===== config.mk =====
export PLATFORM = sky130hd
export DESIGN_NAME = thermocouple_spi_responder
export DESIGN_NICKNAME = d
export VERILOG_FILES = /design/src/rtl/thermocouple_pkg.sv /design/src/rtl/spi_pin_sync.sv /design/src/rtl/thermocouple_spi_responder.sv
export SDC_FILE = /design/constraint.sdc
export NUM_CORES = 1
export LEC_CHECK = 0
export CORE_ASPECT_RATIO = 1.25
export CORE_UTILIZATION = 60
export CTS_BUF_LIST = sky130_fd_sc_hd__clkbuf_4 sky130_fd_sc_hd__clkbuf_8
export CTS_CLUSTER_SIZE = 28
export DETAILED_ROUTE_END_ITERATION = 6
export PLACE_DENSITY = 0.82
export SYNTH_ARGS = -nofsm -noshare
export SYNTH_HDL_FRONTEND = slang
export SYNTH_SLANG_ARGS = --single-unit

===== constraint.sdc =====
create_clock -name clk -period 4 [get_ports clk]
set_input_delay 0.8 -clock clk [delete_from_list [all_inputs] [get_ports clk]]
set_output_delay 0.8 -clock clk [all_outputs]
set_load 0.1 [all_outputs]

===== src/rtl/thermocouple_pkg.sv =====
// Frame layout, FSM states and the frame-pack helper shared by the responder and the reader side.
package thermocouple_pkg;

    localparam int FRAME_W       = 32;
    localparam int TC_MSB        = 31;
    localparam int TC_LSB        = 18;
    localparam int FAULT_ANY_BIT = 16;
    localparam int JT_MSB        = 15;
    localparam int JT_LSB        = 4;
    localparam int FAULT_MSB     = 2;

    localparam int TC_W    = TC_MSB - TC_LSB + 1;
    localparam int JT_W    = JT_MSB - JT_LSB + 1;
    localparam int FAULT_W = FAULT_MSB + 1;
    localparam int RISE_W  = 6;

    typedef enum logic [1:0] {
        IDLE,
        SHIFT,
        DRAIN
    } state_t;

    typedef struct packed {
        logic [TC_W-1:0]    tc;
        logic [JT_W-1:0]    jt;
        logic [FAULT_W-1:0] fault;
    } sample_t;

    // Reserved bits 17 and 3 stay zero.
    function automatic logic [FRAME_W-1:0] pack_frame(input sample_t s);
        logic [FRAME_W-1:0] f;
        f                  = '0;
        f[TC_MSB:TC_LSB]   = s.tc;
        f[FAULT_ANY_BIT]   = |s.fault;
        f[JT_MSB:JT_LSB]   = s.jt;
        f[FAULT_MSB:0]     = s.fault;
        return f;
    endfunction

endpackage


===== src/rtl/spi_pin_sync.sv =====
// Synchronises one asynchronous SPI pin into clk and flags its rise/fall edges.
// Edge pulses appear SYNC_STAGES clk after the pin changes; no flow control.
module spi_pin_sync #(
    parameter int   SYNC_STAGES = 2,
    parameter logic RST_VAL     = 1'b0
) (
    input  logic clk,
    input  logic rst,
    input  logic pin_i,
    output logic rise_o,
    output logic fall_o
);

    logic [SYNC_STAGES-1:0] sync_q;
    logic                   prev_q;

    always_ff @(posedge clk or posedge rst) begin
        if (rst) begin
            sync_q <= {SYNC_STAGES{RST_VAL}};
            prev_q <= RST_VAL;
        end else begin
            sync_q <= {sync_q[SYNC_STAGES-2:0], pin_i};
            prev_q <= sync_q[SYNC_STAGES-1];
        end
    end

    assign rise_o =  sync_q[SYNC_STAGES-1] & ~prev_q;
    assign fall_o = ~sync_q[SYNC_STAGES-1] &  prev_q;

endmodule


===== src/rtl/thermocouple_spi_responder.sv =====
// SPI slave model of a thermocouple converter: periodic input snapshot, 32-bit MSB-first frame on miso.
// miso updates at most SYNC_STAGES+1 clk after an sclk/cs_n pin edge; the master paces everything.
module thermocouple_spi_responder
    import thermocouple_pkg::*;
#(
    parameter int CONV_CYCLES = 600,
    parameter int CBITS       = 10,
    parameter int SYNC_STAGES = 2
) (
    input  logic               clk,
    input  logic               rst,
    input  logic [TC_W-1:0]    tc_temp_in,
    input  logic [JT_W-1:0]    junction_temp_in,
    input  logic [FAULT_W-1:0] fault_in,
    input  logic               sclk,
    input  logic               cs_n,
    output logic               miso,
    output logic               frame_done,
    output logic               frame_abort
);

    localparam logic [RISE_W-1:0] FULL_RISES = RISE_W'(FRAME_W);
    localparam logic [CBITS-1:0]  CONV_LAST  = CBITS'(CONV_CYCLES - 1);

    logic sclk_rise, sclk_fall, cs_rise, cs_fall;

    spi_pin_sync #(.SYNC_STAGES(SYNC_STAGES), .RST_VAL(1'b0)) u_sclk_sync (
        .clk    (clk),
        .rst    (rst),
        .pin_i  (sclk),
        .rise_o (sclk_rise),
        .fall_o (sclk_fall)
    );

    spi_pin_sync #(.SYNC_STAGES(SYNC_STAGES), .RST_VAL(1'b1)) u_cs_sync (
        .clk    (clk),
        .rst    (rst),
        .pin_i  (cs_n),
        .rise_o (cs_rise),
        .fall_o (cs_fall)
    );

    state_t             state_q, state_d;
    sample_t            sample_q, sample_d;
    logic [CBITS-1:0]   conv_q, conv_d;
    logic               pending_q, pending_d;
    logic [FRAME_W-1:0] sr_q, sr_d;
    logic [RISE_W-1:0]  rise_q, rise_d;
    logic               miso_q, miso_d;
    logic               done_q, done_d;
    logic               abort_q, abort_d;

    sample_t            live_sample;
    logic [FRAME_W-1:0] load_frame;
    logic               wrap;
    logic               capture;

    assign live_sample = {tc_temp_in, junction_temp_in, fault_in};
    assign load_frame  = pack_frame(sample_q);
    assign wrap        = (conv_q == CONV_LAST);
    // A frame starting this cycle keeps the old sample; the wrap is deferred via pending.
    assign capture     = (state_q == IDLE) && !cs_fall && (wrap || pending_q);

    always_comb begin
        state_d   = state_q;
        sample_d  = sample_q;
        conv_d    = wrap ? '0 : conv_q + 1'b1;
        pending_d = pending_q;
        sr_d      = sr_q;
        rise_d    = rise_q;
        miso_d    = miso_q;
        done_d    = 1'b0;
        abort_d   = 1'b0;

        if (capture) begin
            sample_d  = live_sample;
            pending_d = 1'b0;
        end else if (wrap) begin
            pending_d = 1'b1;
        end

        case (state_q)
            IDLE: begin
                miso_d = 1'b0;
                if (cs_fall) begin
                    sr_d    = load_frame;
                    miso_d  = load_frame[FRAME_W-1];
                    rise_d  = '0;
                    state_d = SHIFT;
                end
            end
            SHIFT: begin
                if (cs_rise) begin
                    state_d = IDLE;
                    miso_d  = 1'b0;
                    done_d  = (rise_q == FULL_RISES);
                    abort_d = (rise_q != FULL_RISES);
                end else if (sclk_rise) begin
                    rise_d = rise_q + 1'b1;
                    if (rise_q == FULL_RISES - 1'b1) begin
                        state_d = DRAIN;
                        miso_d  = 1'b0;
                    end
                end else if (sclk_fall) begin
                    sr_d   = {sr_q[FRAME_W-2:0], 1'b0};
                    miso_d = sr_q[FRAME_W-2];
                end
            end
            DRAIN: begin
                miso_d = 1'b0;
                if (cs_rise) begin
                    state_d = IDLE;
                    done_d  = (rise_q == FULL_RISES);
                    abort_d = (rise_q != FULL_RISES);
                end else if (sclk_rise && rise_q != FULL_RISES) begin
                    rise_d = rise_q + 1'b1;
                end
            end
            default: begin
                state_d = IDLE;
                miso_d  = 1'b0;
            end
        endcase
    end

    always_ff @(posedge clk or posedge rst) begin
        if (rst) begin
            state_q   <= IDLE;
            sample_q  <= '0;
            conv_q    <= '0;
            pending_q <= 1'b0;
            sr_q      <= '0;
            rise_q    <= '0;
            miso_q    <= 1'b0;
            done_q    <= 1'b0;
            abort_q   <= 1'b0;
        end else begin
            state_q   <= state_d;
            sample_q  <= sample_d;
            conv_q    <= conv_d;
            pending_q <= pending_d;
            sr_q      <= sr_d;
            rise_q    <= rise_d;
            miso_q    <= miso_d;
            done_q    <= done_d;
            abort_q   <= abort_d;
        end
    end

    assign miso        = miso_q;
    assign frame_done  = done_q;
    assign frame_abort = abort_q;

endmodule


==> impl_metrics.xml, run 1 <==
<?xml version="1.0" encoding="UTF-8"?>
<metrics>
  <group name="placed_design">
    <metric name="placedInstanceArea" unit="um^2">4540</metric>
    <metric name="placement.io_buffers" unit="">35</metric>
    <metric name="globalplace.congestion" unit="">0.820</metric>
    <metric name="dpl_wire_length" unit="um">4460</metric>
  </group>
  <group name="detailed_routing">
    <metric name="firstDrtPassIters" unit="">4</metric>
    <metric name="ant_nets" unit="">0</metric>
    <metric name="post-route-drc-count" unit="">0</metric>
    <metric name="routed_wl" unit="um">6480</metric>
    <metric name="post_drt_wl_per_cell" unit="um">14.9</metric>
    <metric name="num_vias" unit="">2440</metric>
    <metric name="drt_iter0_markers" unit="">84</metric>
    <metric name="routed_via_count_divided_by_cell_count" unit="">5.60</metric>
  </group>
  <group name="setup_path">
    <metric name="worst_path_max_delay_cell" unit="">sky130_fd_sc_hd__clkdlybuf4s50_1</metric>
    <metric name="setup.worst_path.end_class" unit="">output port</metric>
    <metric name="crit_buf_inv" unit="">1</metric>
    <metric name="timing.critical_path.max_delay_family" unit="">buffers and inverters</metric>
    <metric name="worstPathRequired" unit="ps">3200</metric>
    <metric name="worstPathMaxFanout" unit="">2</metric>
    <metric name="worst_setup_path_start_kind" unit="">flip-flop</metric>
    <metric name="critical_path.max_stage_delay" unit="ps">1130</metric>
    <metric name="critical_path_arrival" unit="ps">1820</metric>
    <metric name="worstSetupPathType" unit="">reg2out</metric>
    <metric name="crit_chain" unit="">clkdlybuf4s50_1</metric>
  </group>
  <group name="synthesis">
    <metric name="yosys_warnings" unit="">0</metric>
    <metric name="postSynthNetCount" unit="">350</metric>
    <metric name="yosysTopAreaCell" unit="">sky130_fd_sc_hd__dfrtp_1</metric>
    <metric name="synth.area.top_cells" unit="">sky130_fd_sc_hd__dfrtp_1 52%, sky130_fd_sc_hd__mux2_2 21%, sky130_fd_sc_hd__mux2_4 3.6%, sky130_fd_sc_hd__ha_1 2.7%, sky130_fd_sc_hd__dfstp_2 1.9%</metric>
    <metric name="synth_cells" unit="">308</metric>
    <metric name="syn-mean-instance-area" unit="um^2">13.4</metric>
    <metric name="ys_seq_elements" unit="">88</metric>
    <metric name="ys_seq_area_share" unit="%">53.6</metric>
    <metric name="yosys.cell_types.count" unit="">45</metric>
    <metric name="post_synth_instance_area" unit="um^2">4120</metric>
    <metric name="top_cell_type_s_share_of_synthesized_area" unit="%">51.6</metric>
  </group>
  <group name="cells_and_area">
    <metric name="fin_nets" unit="">388</metric>
    <metric name="antenna_cells" unit="">0</metric>
    <metric name="post_route_cells_drive_above_1_share" unit="%">32.1</metric>
    <metric name="total_of_fill_cells_in_the_finished_design" unit="">480</metric>
    <metric name="finish.instance_area" unit="um^2">4710</metric>
    <metric name="area_growth_syn_to_layout" unit="%">14.5</metric>
    <metric name="final_core_util" unit="%">71.4</metric>
    <metric name="sequential_cell_area" unit="um^2">2210</metric>
    <metric name="area_of_combinational_cells_with_multiple_inputs" unit="um^2">1770</metric>
    <metric name="mostFrequentLayoutCells" unit="">85 x sky130_fd_sc_hd__dfrtp_1, 75 x sky130_fd_sc_hd__mux2_2, 35 x sky130_fd_sc_hd__clkdlybuf4s50_1</metric>
    <metric name="layout_commonest_cell" unit="">sky130_fd_sc_hd__dfrtp_1</metric>
  </group>
  <group name="sta">
    <metric name="final.setup.tns" unit="ps">0</metric>
    <metric name="drv_slew" unit="">0</metric>
    <metric name="maxSlewHeadroom" unit="%">35.9</metric>
    <metric name="tightestPinTransition" unit="ps">959</metric>
    <metric name="fin_crit" unit="ps">2620</metric>
    <metric name="setup_viol" unit="">0</metric>
    <metric name="rsz_0062_raised_after_global_routing" unit="">false</metric>
    <metric name="worst_clock_skew" unit="ps">9.79</metric>
    <metric name="max_freq" unit="GHz">0.381</metric>
    <metric name="fin_crit_sh" unit="%">65.6</metric>
    <metric name="finalHoldViolations" unit="">0</metric>
  </group>
  <group name="clock_network">
    <metric name="cts.reportedPaths.clkPinSlew" unit="ps">80</metric>
    <metric name="cts_tree" unit="">yes</metric>
    <metric name="clock_insertion_delay_worst_skew" unit="ps">350</metric>
    <metric name="number_of_clock_sinks" unit="">88</metric>
    <metric name="htree_levels" unit="">3</metric>
    <metric name="ctsLongestPathBuffers" unit="">2</metric>
    <metric name="cts.root.buffer_cell" unit="">sky130_fd_sc_hd__clkbuf_8</metric>
    <metric name="postCtsHoldBufs" unit="">0</metric>
    <metric name="post_cts_resize_count" unit="">0</metric>
    <metric name="numCtsBuffers" unit="">9</metric>
    <metric name="cts_post_setup_buffers_inserted" unit="">0</metric>
  </group>
  <group name="run_status">
    <metric name="run_status" unit="">complete, no violations</metric>
  </group>
  <group name="global_routing">
    <metric name="via_count_of_the_first_global_routing_pass" unit="">2557</metric>
    <metric name="grtUsageMet2" unit="%">36.8</metric>
    <metric name="grt.met3_usage" unit="%">4.44</metric>
    <metric name="wire_length_of_the_first_global_routing_pass" unit="um">11700</metric>
    <metric name="globalRoute.busiestLayer" unit="">met2</metric>
    <metric name="track_usage" unit="%">21.1</metric>
    <metric name="globalRouteMet1Util" unit="%">24.7</metric>
    <metric name="grt_antenna_before_repair" unit="">0</metric>
    <metric name="grt_max_degree" unit="">49</metric>
    <metric name="global_route.overflow_total" unit="">0</metric>
  </group>
  <group name="power">
    <metric name="p_clk_share" unit="%">29.3</metric>
    <metric name="leakage" unit="nW">2.22</metric>
    <metric name="power.density_cell_area" unit="nW/um^2">417</metric>
    <metric name="total_power" unit="W">0.00197</metric>
    <metric name="p_int" unit="W">0.00138</metric>
    <metric name="comb_power_share" unit="%">22.4</metric>
    <metric name="peakVddDrop" unit="mV">0.251</metric>
    <metric name="power_switching_share" unit="%">29.6</metric>
    <metric name="netSwitchingPower" unit="W">0.000582</metric>
    <metric name="seq_power_share" unit="%">48.2</metric>
  </group>
  <group name="floorplan">
    <metric name="die_ar" unit="um^2">7200</metric>
    <metric name="die_width" unit="um">76.1</metric>
    <metric name="coreArea" unit="um^2">6610</metric>
    <metric name="row_count" unit="">33</metric>
    <metric name="initial_core_util" unit="%">62.3</metric>
    <metric name="die-height" unit="um">94.6</metric>
    <metric name="boundaryPins" unit="">36</metric>
  </group>
  <group name="flow_run">
    <metric name="drv.max_cap_violation_count" unit="">0</metric>
  </group>
  <group name="hold_path">
    <metric name="hold_path.class" unit="">reg2reg</metric>
  </group>
</metrics>
through the flow:
stage	setup slack (ps)	std cells	hold WS, ps
detailed placement	1700	422	337
global route	1320	436	365
floorplan	926	308	331
finish	1380	436	353
global placement	1750	422	341
CTS	1350	436	356
worst paths after layout:
check                                                      from  slack [ps]                              end  cells past startpoint
worst max-delay path                           miso$_DFFE_PP0P_        1380                             miso                      1
worst min-delay path            u_sclk_sync.sync_q[0]$_DFF_PP0_         350  u_sclk_sync.sync_q[1]$_DFF_PP0_                      0
worst max register to register           state_q[1]$_DFFE_PP0P_        1680              sr_q[0]$_DFFE_PP0P_                      6
worst min register to register  u_sclk_sync.sync_q[0]$_DFF_PP0_         350  u_sclk_sync.sync_q[1]$_DFF_PP0_                      0
max in group asynchronous                                   rst        2450        load_frame[0]$_DFFE_PP0P_                      3
min in group asynchronous                                   rst         870        load_frame[9]$_DFFE_PP0P_                      2
sequential cells by signal, summed over array words and instances (netlist names):
signal	count
load_frame	29
u_cs_sync.sync_q	2
conv_q	10
u_cs_sync.prev_q	1
frame_abort	1
rise_q	6
miso	1
state_q	2
pending_q	1
sr_q	31
u_sclk_sync.prev_q	1
frame_done	1
u_sclk_sync.sync_q	2
power by group through the flow:
stage	clock network, W	registers [W]	logic (W)
after global routing	0.000633	0.000956	0.000485
after floorplan	0	0.000992	0.000303
after CTS	0.000595	0.000949	0.000443
after detailed placement	0	0.000967	0.000442
after global placement	0	0.000965	0.000434
final	0.000577	0.000949	0.000441
per-layer routing:
metal	vias to the layer above	routed length (um)
li1	1167	-
met1	1206	2800
met2	52	3330
met3	15	198
met4	0	151
met5	-	0
cells in the mapped netlist (all sizes together):
| cell type | instances |
|---|---|
| mux2 | 86 |
| dfrtp | 85 |
| inv | 18 |
| nand2 | 13 |
| ha | 9 |
| nor2 | 9 |
| buf | 8 |
| nand3 | 8 |
| nor3 | 7 |
| nand4 | 6 |
| and3 | 5 |
| o21ai | 5 |
| xor2 | 5 |
| a21oi | 4 |
| mux2i | 4 |
| o211ai | 4 |
| clkbuf | 3 |
| dfstp | 3 |
| nor2b | 3 |
| nand2b | 2 |
| nand4bb | 2 |
| nor4 | 2 |
| o2bb2ai | 2 |
| or3 | 2 |
| a2bb2oi | 1 |
| a311oi | 1 |
| a31oi | 1 |
| and2 | 1 |
| and2b | 1 |
| maj3 | 1 |
| nor3b | 1 |
| o21a | 1 |
| o221ai | 1 |
| o22a | 1 |
| o32ai | 1 |
| or2b | 1 |
| xnor2 | 1 |
kinds of logic after synthesis:
| kind of cell | Yosys count | share of synthesized area [%] |
|---|---|---|
| buf+inv | 29 | 3.83 |
| mux | 90 | 25.4 |
| compound gates | 22 | 4.01 |
| flops | 88 | 53.6 |
| simple gates | 63 | 8.93 |
| xor+xnor | 6 | 1.28 |
| fa+ha+maj | 10 | 3.01 |
cell type report:
class	instances	area share [%]
Inverter	18	1.46
Timing Repair Buffer	38	8.17
Sequential cell	88	46.8
Clock inverter	4	1.01
Tap cell	87	2.31
Multi-Input combinational cell	191	37.5
Clock buffer	10	2.79
Note: power is estimated with default switching activity, not from simulation.
==> run 2: changes to the inputs <==
CORE_UTILIZATION = 54   (was 60)
PLACE_DENSITY = 0.78   (was 0.82)
clock period = 2.2 ns   (was 4 ns; I/O delays follow)
==> impl_metrics.xml, run 2 (synthesis gave the netlist of run 1 again) <==
<?xml version="1.0" encoding="UTF-8"?>
<metrics>
  <group name="sta">
    <metric name="finalHoldWorstSlack" unit="ps">359</metric>
    <metric name="fin_crit" unit="ps">2060</metric>
    <metric name="final.setup.tns" unit="ps">0</metric>
    <metric name="maxSlewHeadroom" unit="%">68.3</metric>
    <metric name="drv_slew" unit="">0</metric>
    <metric name="fin_crit_sh" unit="%">93.5</metric>
    <metric name="setup_viol" unit="">0</metric>
    <metric name="rsz_0062_raised_after_global_routing" unit="">false</metric>
    <metric name="max_freq" unit="GHz">0.486</metric>
    <metric name="layout_setup_ws" unit="ps">144</metric>
    <metric name="worst_clock_skew" unit="ps">9.49</metric>
    <metric name="tightestPinTransition" unit="ps">475</metric>
    <metric name="finalHoldViolations" unit="">0</metric>
  </group>
  <group name="power">
    <metric name="power.density_cell_area" unit="nW/um^2">805</metric>
    <metric name="total_power" unit="W">0.00390</metric>
    <metric name="leakage" unit="nW">2.28</metric>
    <metric name="peakVddDrop" unit="mV">0.493</metric>
  </group>
  <group name="run_status">
    <metric name="run_status" unit="">complete, no violations</metric>
  </group>
  <group name="clock_network">
    <metric name="number_of_clock_sinks" unit="">88</metric>
    <metric name="cts.root.buffer_cell" unit="">sky130_fd_sc_hd__clkbuf_8</metric>
    <metric name="cts_tree" unit="">yes</metric>
    <metric name="clock_insertion_delay_worst_skew" unit="ps">350</metric>
    <metric name="cts.reportedPaths.clkPinSlew" unit="ps">90</metric>
    <metric name="post_cts_resize_count" unit="">0</metric>
    <metric name="postCtsHoldBufs" unit="">0</metric>
    <metric name="htree_levels" unit="">3</metric>
    <metric name="cts_post_setup_buffers_inserted" unit="">0</metric>
    <metric name="ctsLongestPathBuffers" unit="">2</metric>
    <metric name="numCtsBuffers" unit="">9</metric>
  </group>
  <group name="placed_design">
    <metric name="placement.io_buffers" unit="">35</metric>
    <metric name="dpl_wire_length" unit="um">4850</metric>
    <metric name="globalplace.congestion" unit="">0.825</metric>
    <metric name="placedInstanceArea" unit="um^2">4600</metric>
    <metric name="place_worst_setup_slack" unit="ps">171</metric>
  </group>
  <group name="detailed_routing">
    <metric name="firstDrtPassIters" unit="">4</metric>
    <metric name="routed_via_count_divided_by_cell_count" unit="">5.57</metric>
    <metric name="ant_nets" unit="">0</metric>
    <metric name="post_drt_wl_per_cell" unit="um">15.6</metric>
    <metric name="num_vias" unit="">2506</metric>
    <metric name="post-route-drc-count" unit="">0</metric>
    <metric name="drt_iter0_markers" unit="">145</metric>
    <metric name="routed_wl" unit="um">7040</metric>
  </group>
  <group name="global_routing">
    <metric name="wire_length_of_the_first_global_routing_pass" unit="um">12100</metric>
    <metric name="grt_antenna_before_repair" unit="">0</metric>
    <metric name="grt_max_degree" unit="">54</metric>
    <metric name="via_count_of_the_first_global_routing_pass" unit="">2642</metric>
    <metric name="track_usage" unit="%">20.0</metric>
    <metric name="global_route.overflow_total" unit="">0</metric>
  </group>
  <group name="cells_and_area">
    <metric name="fin_nets" unit="">395</metric>
    <metric name="largest_register_ff_count" unit="">31</metric>
    <metric name="finish.instance_area" unit="um^2">4840</metric>
    <metric name="post_route_cells_drive_above_1_share" unit="%">34.6</metric>
    <metric name="max_flop_register" unit="">sr_q</metric>
    <metric name="antenna_cells" unit="">0</metric>
    <metric name="layout_commonest_cell" unit="">sky130_fd_sc_hd__dfrtp_1</metric>
    <metric name="mostFrequentLayoutCells" unit="">85 x sky130_fd_sc_hd__dfrtp_1, 75 x sky130_fd_sc_hd__mux2_2, 32 x sky130_fd_sc_hd__clkdlybuf4s50_1</metric>
    <metric name="area_growth_syn_to_layout" unit="%">17.5</metric>
  </group>
  <group name="hold_path">
    <metric name="worstHoldPathCells" unit="">0</metric>
    <metric name="hold_path.class" unit="">reg2reg</metric>
  </group>
  <group name="setup_path">
    <metric name="timing.critical_path.max_delay_family" unit="">adder cells</metric>
    <metric name="worstSetupPathType" unit="">reg2reg</metric>
    <metric name="r2r.worst_path.cells" unit="">6</metric>
    <metric name="crit_chain" unit="">inv_1, ha_1, maj3_2, o32ai_4, buf_12, mux2_2</metric>
    <metric name="worst_path_max_delay_cell" unit="">sky130_fd_sc_hd__mux2_2</metric>
    <metric name="critical_path_arrival" unit="ps">2290</metric>
    <metric name="path_depth" unit="">6</metric>
    <metric name="worstPathRequired" unit="ps">2440</metric>
    <metric name="critical_path.max_stage_delay" unit="ps">360</metric>
    <metric name="setup.worst_path.end_class" unit="">flip-flop</metric>
    <metric name="worst_setup_path_start_kind" unit="">flip-flop</metric>
    <metric name="worstPathMaxFanout" unit="">31</metric>
    <metric name="crit_buf_inv" unit="">2</metric>
  </group>
  <group name="floorplan">
    <metric name="boundaryPins" unit="">36</metric>
    <metric name="die-height" unit="um">99.6</metric>
    <metric name="die_width" unit="um">80.1</metric>
    <metric name="die_ar" unit="um^2">7980</metric>
    <metric name="row_count" unit="">35</metric>
    <metric name="coreArea" unit="um^2">7360</metric>
    <metric name="initial_core_util" unit="%">56.0</metric>
  </group>
  <group name="flow_run">
    <metric name="drv.max_cap_violation_count" unit="">0</metric>
  </group>
</metrics>
## run 2: changes by cell type in the layout (fill, tap and decap cells not counted), sizes merged
cell and delta:
clkbuf +1, clkinv -2, clkdlybuf4s50 -3, clkinvlp +1, inv +1, buf +10
bufinv +1
## run 2: per-layer routing
layer  vias to the layer above  routed length [um]  GRT usage, %
li1                       1180                   -             -
met1                      1263                3060          24.9
met2                        49                3600          32.9
met3                        14                 234          4.86
met4                         0                 140          8.93
met5                         -                   0             0
## run 2: worst paths after layout
path / from / endpoint / slack, ps
min in group asynchronous: rst / state_q[0]$_DFFE_PP0P_ / 450
worst max register to register: state_q[0]$_DFFE_PP0P_ / sr_q[11]$_DFFE_PP0P_ / 140
worst min register to register: u_cs_sync.sync_q[0]$_DFF_PP1_ / u_cs_sync.sync_q[1]$_DFF_PP1_ / 360
max in group asynchronous: rst / load_frame[1]$_DFFE_PP0P_ / 1130
worst max-delay path: state_q[0]$_DFFE_PP0P_ / sr_q[11]$_DFFE_PP0P_ / 140
worst min-delay path: u_cs_sync.sync_q[0]$_DFF_PP1_ / u_cs_sync.sync_q[1]$_DFF_PP1_ / 360
## run 2: cell type report
cell class | count | area [um^2]
multi-input cells | 191 | 1770
well taps | 92 | 115
inverters | 18 | 71.3
flip-flops and latches | 88 | 2210
fillers | 560 | 2520
clock inverters | 5 | 87.6
clock buffers | 11 | 151
repair buffers | 45 | 443
## run 2: worst register-to-register path: cells and delay by family, from the launching register on
kind	cells	cell delay [ps]
compound gates	1	290
fa+ha+maj	2	630
buf+inv	2	300
flops	1	350
mux	1	380
## run 2: report_power, final
part	total (W)	leakage [nW]	switching [W]	internal, W
sequential	0.00172	1.19	0.0000456	0.00167
combinational	0.000891	0.973	0.000517	0.000375
clock	0.00129	0.118	0.000577	0.000712
## run 2: per-stage QoR
stage	util, %	instances
finish	65.8	450
global route	65.8	450
CTS	65.8	450
detailed placement	62.6	434
global placement	62.6	434
floorplan	-	308
